[config.mk]
export PLATFORM = sky130hd
export DESIGN_NAME = writeback
export DESIGN_NICKNAME = d
export VERILOG_FILES = /design/src/rtl/writeback_pkg.sv /design/src/rtl/writeback_load_ext.sv /design/src/rtl/writeback.sv
export SDC_FILE = /design/constraint.sdc
export NUM_CORES = 1
export LEC_CHECK = 0
export ABC_CLOCK_PERIOD_IN_PS = 2600
export CORE_UTILIZATION = 25
export DETAILED_ROUTE_END_ITERATION = 10
export PLACE_DENSITY = 0.46
export SLEW_MARGIN = 20
export SYNTH_ARGS = -nofsm -noshare
export SYNTH_HDL_FRONTEND = slang
export SYNTH_SLANG_ARGS = --single-unit
export TNS_END_PERCENT = 30
[constraint.sdc]
create_clock -name clk -period 2.6 [get_ports clk]
set_input_delay 0.52 -clock clk [delete_from_list [all_inputs] [get_ports clk]]
set_output_delay 0.52 -clock clk [all_outputs]
set_load 0.005 [all_outputs]
[src/rtl/writeback_pkg.sv]
// Shared definitions for the writeback stage: FSM states, register names and
// load funct3 encodings.
package writeback_pkg;

  typedef enum logic {
    WB_IDLE = 1'b0,
    WB_WAIT = 1'b1
  } wb_state_e;

  localparam logic [4:0] REG_ZERO = 5'd0;

  localparam logic [2:0] LOAD_LB  = 3'b000;
  localparam logic [2:0] LOAD_LH  = 3'b001;
  localparam logic [2:0] LOAD_LW  = 3'b010;
  localparam logic [2:0] LOAD_LBU = 3'b100;
  localparam logic [2:0] LOAD_LHU = 3'b101;

endpackage

[src/rtl/writeback_load_ext.sv]
// Combinational load extractor: selects the byte/halfword lane from an
// aligned memory word and sign- or zero-extends it to W bits.
module load_ext
  import writeback_pkg::*;
#(
  parameter int W = 32
) (
  input  logic [2:0]   funct3,
  input  logic [1:0]   addr_lo,
  input  logic [W-1:0] rdata,
  output logic [W-1:0] value
);

  logic [7:0]  byte_sel;
  logic [15:0] half_sel;

  always_comb begin
    case (addr_lo)
      2'd0:    byte_sel = rdata[7:0];
      2'd1:    byte_sel = rdata[15:8];
      2'd2:    byte_sel = rdata[23:16];
      default: byte_sel = rdata[31:24];
    endcase
    // Halfword lane comes from addr_lo[1] only; misaligned bit 0 is ignored.
    half_sel = addr_lo[1] ? rdata[31:16] : rdata[15:0];
  end

  always_comb begin
    value = '0;
    case (funct3)
      LOAD_LB:  value = {{(W-8){byte_sel[7]}}, byte_sel};
      LOAD_LBU: value = {{(W-8){1'b0}}, byte_sel};
      LOAD_LH:  value = {{(W-16){half_sel[15]}}, half_sel};
      LOAD_LHU: value = {{(W-16){1'b0}}, half_sel};
      LOAD_LW:  value = rdata;
      default:  value = '0;
    endcase
  end

endmodule

[src/rtl/writeback.sv]
// Writeback stage: merges ALU results and one outstanding load onto the
// register-file write port, with a one-entry ALU skid and load-use hazard flag.
module writeback
  import writeback_pkg::*;
#(
  parameter int W = 32
) (
  input  logic         clk,
  input  logic         rstn,
  input  logic         alu_valid,
  input  logic [4:0]   alu_rd,
  input  logic [W-1:0] alu_val,
  input  logic         ld_req,
  input  logic [4:0]   ld_rd,
  input  logic [2:0]   ld_funct3,
  input  logic [1:0]   ld_addr_lo,
  input  logic         mem_rvalid,
  input  logic [W-1:0] mem_rdata,
  input  logic [4:0]   hz_rs1,
  input  logic [4:0]   hz_rs2,
  output logic         busy,
  output logic         stall,
  output logic         ld_hazard,
  output logic         wen,
  output logic [4:0]   rd,
  output logic [W-1:0] rd_val
);

  wb_state_e    state_q, state_d;
  logic [4:0]   pend_rd_q, pend_rd_d;
  logic [2:0]   pend_f3_q, pend_f3_d;
  logic [1:0]   pend_lo_q, pend_lo_d;
  logic         skid_valid_q, skid_valid_d;
  logic [4:0]   skid_rd_q, skid_rd_d;
  logic [W-1:0] skid_val_q, skid_val_d;
  logic         wen_q, wen_d;
  logic         wen_load_q, wen_load_d;
  logic [4:0]   rd_q, rd_d;
  logic [W-1:0] rd_val_q, rd_val_d;

  logic [W-1:0] ld_value;
  logic         load_done;
  logic         alu_take;

  load_ext #(.W(W)) u_load_ext (
    .funct3  (pend_f3_q),
    .addr_lo (pend_lo_q),
    .rdata   (mem_rdata),
    .value   (ld_value)
  );

  assign load_done = (state_q == WB_WAIT) && mem_rvalid;
  // ALU input offered while the skid is full is a protocol violation; drop it.
  assign alu_take  = alu_valid && !skid_valid_q;

  always_comb begin
    state_d      = state_q;
    pend_rd_d    = pend_rd_q;
    pend_f3_d    = pend_f3_q;
    pend_lo_d    = pend_lo_q;
    skid_valid_d = skid_valid_q;
    skid_rd_d    = skid_rd_q;
    skid_val_d   = skid_val_q;
    wen_d        = 1'b0;
    wen_load_d   = 1'b0;
    rd_d         = rd_q;
    rd_val_d     = rd_val_q;

    case (state_q)
      WB_IDLE: begin
        if (ld_req) begin
          pend_rd_d = ld_rd;
          pend_f3_d = ld_funct3;
          pend_lo_d = ld_addr_lo;
          state_d   = WB_WAIT;
        end
      end
      WB_WAIT: begin
        if (mem_rvalid) state_d = WB_IDLE;
      end
      default: state_d = WB_IDLE;
    endcase

    // Write-port priority: load data, then skid, then a fresh ALU result.
    if (load_done) begin
      if (pend_rd_q != REG_ZERO) begin
        wen_d      = 1'b1;
        wen_load_d = 1'b1;
        rd_d       = pend_rd_q;
        rd_val_d   = ld_value;
      end
      skid_valid_d = alu_take;
      skid_rd_d    = alu_rd;
      skid_val_d   = alu_val;
    end else if (skid_valid_q) begin
      if (skid_rd_q != REG_ZERO) begin
        wen_d    = 1'b1;
        rd_d     = skid_rd_q;
        rd_val_d = skid_val_q;
      end
      skid_valid_d = 1'b0;
    end else if (alu_take && (alu_rd != REG_ZERO)) begin
      wen_d    = 1'b1;
      rd_d     = alu_rd;
      rd_val_d = alu_val;
    end
  end

  always_ff @(posedge clk or negedge rstn) begin
    if (!rstn) begin
      state_q      <= WB_IDLE;
      pend_rd_q    <= '0;
      pend_f3_q    <= '0;
      pend_lo_q    <= '0;
      skid_valid_q <= 1'b0;
      skid_rd_q    <= '0;
      skid_val_q   <= '0;
      wen_q        <= 1'b0;
      wen_load_q   <= 1'b0;
      rd_q         <= '0;
      rd_val_q     <= '0;
    end else begin
      state_q      <= state_d;
      pend_rd_q    <= pend_rd_d;
      pend_f3_q    <= pend_f3_d;
      pend_lo_q    <= pend_lo_d;
      skid_valid_q <= skid_valid_d;
      skid_rd_q    <= skid_rd_d;
      skid_val_q   <= skid_val_d;
      wen_q        <= wen_d;
      wen_load_q   <= wen_load_d;
      rd_q         <= rd_d;
      rd_val_q     <= rd_val_d;
    end
  end

  assign busy   = (state_q == WB_WAIT);
  assign stall  = skid_valid_q;
  assign wen    = wen_q;
  assign rd     = rd_q;
  assign rd_val = rd_val_q;

  // pend_rd_q still names the load during its write cycle, so it covers both terms.
  assign ld_hazard = (busy || wen_load_q) && (pend_rd_q != REG_ZERO) &&
                     ((hz_rs1 == pend_rd_q) || (hz_rs2 == pend_rd_q));

endmodule

==> results of run 1 <==
layout make-up:
type	instances	area share, %
Sequential cell	88	31.1
Inverter	5	0.265
Clock inverter	2	0.548
Tap cell	265	4.68
Clock buffer	14	3.59
Multi-Input combinational cell	383	37.5
Timing Repair Buffer	159	22.3
through the flow:
stage,cells,TNS (ns)
after floorplan,516,0
after global placement,900,-0.0214
after detailed placement,900,-0.246
after CTS,916,0
after global routing,916,0
final,916,0
cells by family after synthesis:
family / after synthesis / share of synthesized area, %
AND/OR/NAND/NOR: 173 / 15.4
XOR/XNOR: 10 / 1.74
flip-flops: 88 / 43.8
AO/OA/AOI/OAI: 129 / 19.0
buffers and inverters: 45 / 3.74
multiplexers: 71 / 16.3
sequential cells by signal, summed over array words and instances, names as in the netlist, 2 cells and up:
name and cells:
skid_rd_q 5, pend_f3_q 3, rd 5, rd_val 32, skid_val_q 32, pend_rd_q 5, pend_lo_q 2
critical path, cell delays in order:
cell	delay [ns]
clkdlybuf4s50_1	0.42
or3_1	0.40
o31a_1	0.28
o31a_4	0.45
buf_4	0.25
o32a_1	0.18
power groups by stage:
stage	registers (W)	logic [W]	clock network [W]
6_report	0.00203	0.00178	0.00131
5_1_grt	0.00208	0.00194	0.00141
4_1_cts	0.00204	0.00179	0.00136
3_5_place_dp	0.00207	0.00179	0
3_3_place_gp	0.00206	0.00175	0
2_1_floorplan	0.00194	0.000957	0
final timing paths:
path / startpoint / end / depth (start not counted)
worst max-delay path: alu_rd[1] / rd_val[7] / 6
worst min-delay path: rstn / skid_val_q[4] / 1
worst max register to register: pend_rd_q[1] / rd_val[7] / 5
worst min register to register: skid_val_q[28] / skid_val_q[28] / 2
max in group asynchronous: rstn / stall / 2
min in group clk: skid_val_q[28] / skid_val_q[28] / 2
cells in the mapped netlist (3+ instances only):
master / instances / area, um2
nor3_1: 3 / 15.0
o221ai_1: 7 / 61.3
buf_2: 3 / 15.0
mux2i_1: 32 / 320
inv_1: 5 / 18.8
buf_1: 9 / 33.8
o2bb2ai_1: 7 / 61.3
nor2b_1: 19 / 119
o211ai_1: 5 / 37.5
xor2_1: 6 / 52.6
o32ai_1: 3 / 26.3
xnor2_1: 4 / 35.0
mux2_4: 4 / 60.1
nand2_1: 125 / 469
clkbuf_1: 26 / 97.6
dfrtp_1: 88 / 2200
o21ai_0: 16 / 80.1
a21oi_1: 23 / 115
a311oi_1: 16 / 140
a211oi_1: 19 / 143
or3b_2: 3 / 26.3
mux4_2: 4 / 90.1
a2bb2oi_1: 12 / 105
o32a_1: 5 / 50.1
or3_1: 3 / 18.8
nor2_1: 6 / 22.5
a21boi_0: 4 / 30.0
mux2_2: 31 / 349
timing repair:
action / CTS / global route
resized for setup: 2 / 2
endpoints found under the setup margin: 1 / 1
setup buffers: 0 / 0
pin swaps: 1 / 3
layer usage:
| layer | GRT usage, % | vias to the layer above | wire [um] |
|---|---|---|---|
| met2 | 26.3 | 122 | 8080 |
| met5 | 0 | - | 0 |
| met3 | 3.27 | 14 | 787 |
| li1 | - | 2144 | - |
| met4 | 5.10 | 0 | 286 |
| met1 | 21.7 | 2151 | 7600 |
==> out/qor.yml, run 1 <==
synthArstFlopShare_pct: 100
htreeDepth: 3
worstPathArrival_ns: 2.52
ctsHoldBuffers: 0
tritoncts: "yes"
wire_per_inst_um: 18.3
p_seq_share_pct: 39.7
layout_common_cells: "132 x clkdlybuf4s50_1, 124 x nand2_1, 86 x dfrtp_1"
cp-start-kind: "input port"
grt_max_degree: 63
setup_viol: 0
drv_cap: 0
n_antenna_cell: 0
finalInstanceArea_um2: 7080
core-area_um2: 19600
synth_seq_area_share_pct: 43.8
status: "complete, no violations"
cp-end-kind: "flop"
syn_inst: 516
die_width_um: 144
hold_ws_ns: 0.154
swShare_pct: 31.2
total_power_w: 0.00512
layout.nets: 740
combPwrFrac_pct: 34.7
fillers: 2025
ys_types: 48
worstPathMaxFanout: 28
ctsRootBufferMaster: "clkbuf_16"
area_growth_syn_to_layout_pct: 41.0
netlist_area_um2: 5020
rsz0062_at_grt: "no"
grt_overflow: 0
fin_skew_ns: 0.00726
slew_headroom_pct: 46.6
synth_edf_count: 0
final_util_pct: 36.1
finalHoldViolCount: 0
final_layout_size_suffix_gt1_share_pct: 14.0
drc: 0
setup_ws_ns: 0.304
clkPwrFrac_pct: 25.6
path_clk_slew_ns: 0.06
numCtsBuffers: 9
yosysWarnings: 0
regArea_um2: 2200
dpl.hpwl_um: 12700
fin_crit_ns: 2.30
rows: 51
grt_use_total_pct: 16.3
ir_drop_mv: 0.323
hp-class: "in2async"
rrSetupSlack_ns: 0.32
antenna_found_initial: 0
powerDensity_nw_per_um2: 724
grt_first_pass_wirelength_um: 25000
intPower_w: 0.00352
drt-initial-drc-count: 338
cp.required_ns: 2.82
clk_path_buf_depth: 2
final_common_cell: "clkdlybuf4s50_1"
worst_pin_slew_ns: 0.798
dr.pass1.iters: 5
dpl_cell_area_um2: 6770
syn_nets: 610
initial_utilization_pct: 25.6
slew_violations: 0
synth_seq_cells: 88
vias: 4431
pre_cts_slack_ns: -0.0595
io-pin-count: 135
period_share_pct: 88.3
gp_congestion: 0.801
numClockSinks: 88
clk_latency_ns: 0.34
crit_type: "in2reg"
io_buffers: 134
first_global_vias: 4309
routed_wl_um: 16700
syn_avg_cell_area_um2: 9.73
p_sw_w: 0.00160
leakage_nw: 2.94
die-area_um2: 20700
multi_input_area_um2: 2650
ys.flop_type: "dfrtp_1"
die_y_um: 144
viasPerCell: 4.84
clock.fmax_mhz: 435
ant_nets: 0
Note: power is estimated with default switching activity, not from simulation.
==> inputs of run 2 (changes only) <==
--- a/config.mk
+++ b/config.mk
@@ -8,2 +8,3 @@
 export ABC_CLOCK_PERIOD_IN_PS = 2600
+export CAP_MARGIN = 10
 export CORE_UTILIZATION = 25
--- a/constraint.sdc
+++ b/constraint.sdc
@@ -3,2 +3,2 @@
 set_output_delay 0.52 -clock clk [all_outputs]
-set_load 0.005 [all_outputs]
+set_load 0.05 [all_outputs]
==> run 2 against run 1 <==
Compared with the run above:
- die area did not move
- power is 13% higher
- clock-buffer cell count is the same
- maximum frequency decreased by 3.0%
- sequential share of layout area about the same
- global-route usage is 0.36 points higher
- sequential power barely moved
- final cell count rose by 0.11%
==> out/qor.yml, run 2 (synthesized netlist as in run 1, its figures left out) <==
rows: 51  # unchanged
rsz0062_at_grt: "no"
drc: 0  # unchanged
worstPathArrival_ns: 1.85  # -0.67 ns
drv_cap: 0  # unchanged
vias: 4420  # -0.25%
grt_first_pass_wirelength_um: 25700  # +2.9%
fin_crit_ns: 2.37  # +0.0706 ns
p_sw_w: 0.00224  # +40%
die-area_um2: 20700  # unchanged
wl_met1_um: 7800  # +2.6%
ant_nets: 0  # unchanged
leakage_nw: 2.94  # -0.28%
htreeDepth: 3  # unchanged
drt-initial-drc-count: 279  # -17%
clkPwrFrac_pct: 22.6  # -3.0 points
clock.fmax_mhz: 422  # -3.0%
gp_congestion: 0.816  # +1.9%
dp_cells: 901  # +0.11%
hp-class: "in2async"
layout_common_cells: "131 x clkdlybuf4s50_1, 124 x nand2_1, 87 x dfrtp_1"
swShare_pct: 38.9  # +7.6 points
path_clk_slew_ns: 0.06  # about the same
r2r_start: "pend_rd_q[1]"
clk_path_buf_depth: 2  # unchanged
worstPathMaxFanout: 1  # -96%
p_seq_share_pct: 35.4  # -4.3 points
critPathLaunch: "hz_rs1[3]"
die_y_um: 144  # unchanged
dr.pass1.iters: 4  # -1
wire_per_inst_um: 18.3  # about the same
crit_path_top_delay_cell: "clkdlybuf4s50_1"
intPower_w: 0.00352  # about the same
antenna_found_initial: 0  # unchanged
dr_wl_met3_um: 662  # -16%
worst_pin_slew_ns: 0.690  # -0.108 ns
final_common_cell: "clkdlybuf4s50_1"
die_width_um: 144  # unchanged
wl_met2_um: 8150  # +0.89%
setup_viol: 0  # unchanged
final_layout_size_suffix_gt1_share_pct: 14.0  # -0.021 points
rrSetupSlack_ns: 0.33  # about the same
cp.required_ns: 2.08  # -0.74 ns
cts_resized: 0  # -2
grt_use_total_pct: 16.6  # +0.36 points
period_share_pct: 91.0  # +2.7 points
path_cells: "clkdlybuf4s50_1 -> xor2_1 -> nor3_1 -> nand3_1 -> a21oi_1 -> buf_12"
finalHoldViolCount: 0  # unchanged
ctsRootBufferMaster: "clkbuf_16"
viasPerCell: 4.82  # -0.36%
ctsHoldBuffers: 0  # unchanged
cp-start-kind: "input port"
grt_max_degree: 63  # unchanged
slew_headroom_pct: 53.8  # +7.2 points
top_layer_used: "met4"
ir_drop_mv: 0.299  # -7.4%
first_global_vias: 4408  # +2.3%
slew_violations: 0  # unchanged
clk_latency_ns: 0.35  # about the same
post-cts-setup-buffers: 0  # unchanged
n_antenna_cell: 0  # unchanged
tritoncts: "yes"
numClockSinks: 88  # unchanged
io_buffers: 134  # unchanged
powerDensity_nw_per_um2: 814  # +13%
grt_overflow: 0  # unchanged
area_growth_syn_to_layout_pct: 41.0  # unchanged
slowest_delay_ns: 0.43  # -0.02 ns
crit_type: "in2out"
numCtsBuffers: 9  # unchanged
fin_skew_ns: 0.00671  # -0.000555 ns
core-area_um2: 19600  # unchanged
routed_wl_um: 16800  # about the same
layout.nets: 741  # +0.14%
hold_ws_ns: 0.174  # +0.0204 ns
io-pin-count: 135  # unchanged
combPwrFrac_pct: 42.1  # +7.4 points
layout.cells.non_filler: 917  # +0.11%
status: "complete, no violations"
dpl.hpwl_um: 12700  # about the same
cp-end-kind: "output pin"
initial_utilization_pct: 25.6  # unchanged
run 2: worst max-delay path, delay by kind of cell:
| family | cells | cell delay, ns |
|---|---|---|
| simple gates | 2 | 0.32 |
| compound gates | 1 | 0.25 |
| buf+inv | 2 | 0.60 |
| xor+xnor | 1 | 0.15 |
run 2: final timing paths:
| kind | endpoint | cells after the start |
|---|---|---|
| worst min-delay path | rd_val[5] | 1 |
| worst min register to register | skid_val_q[11] | 2 |
| worst max register to register | rd_val[7] | 5 |
| worst max-delay path | ld_hazard | 6 |
| min in group clk | skid_val_q[11] | 2 |
| max in group asynchronous | stall | 2 |
run 2: per-layer routing:
metal	track usage, %	up-vias
li1	-	2140
met1	22.1	2182
met2	27.6	90
met3	3.30	8
met4	3.92	0
met5	0	-
run 2: layout make-up:
| cell class | instances | area [um2] |
|---|---|---|
| inverters | 5 | 18.8 |
| repair buffers | 160 | 1590 |
| fillers | 2002 | 12500 |
| well taps | 265 | 332 |
| multi-input cells | 383 | 2640 |
| clock inverters | 2 | 38.8 |
| flip-flops and latches | 88 | 2200 |
| clock buffers | 14 | 254 |
run 2: stage by stage:
stage          util, %  area, um2  setup TNS, ns  worst slack [ns]  total power, W
4_1_cts           36.1       7080              0             0.240         0.00584
5_1_grt           36.1       7080              0            0.0636         0.00608
6_report          36.1       7080              0             0.233         0.00577
2_1_floorplan        -       5020              0             0.309         0.00354
3_5_place_dp      34.6       6790         -0.170           -0.0541         0.00450
3_3_place_gp      34.6       6790        -0.0322           -0.0320         0.00447
run 2: power groups by stage:
| stage | Clock, W | Combinational (W) | Sequential [W] |
|---|---|---|---|
| 2_1_floorplan | 0 | 0.000963 | 0.00258 |
| 3_3_place_gp | 0 | 0.00240 | 0.00206 |
| 3_5_place_dp | 0 | 0.00243 | 0.00207 |
| 4_1_cts | 0.00135 | 0.00244 | 0.00205 |
| 5_1_grt | 0.00141 | 0.00258 | 0.00209 |
| 6_report | 0.00130 | 0.00243 | 0.00204 |
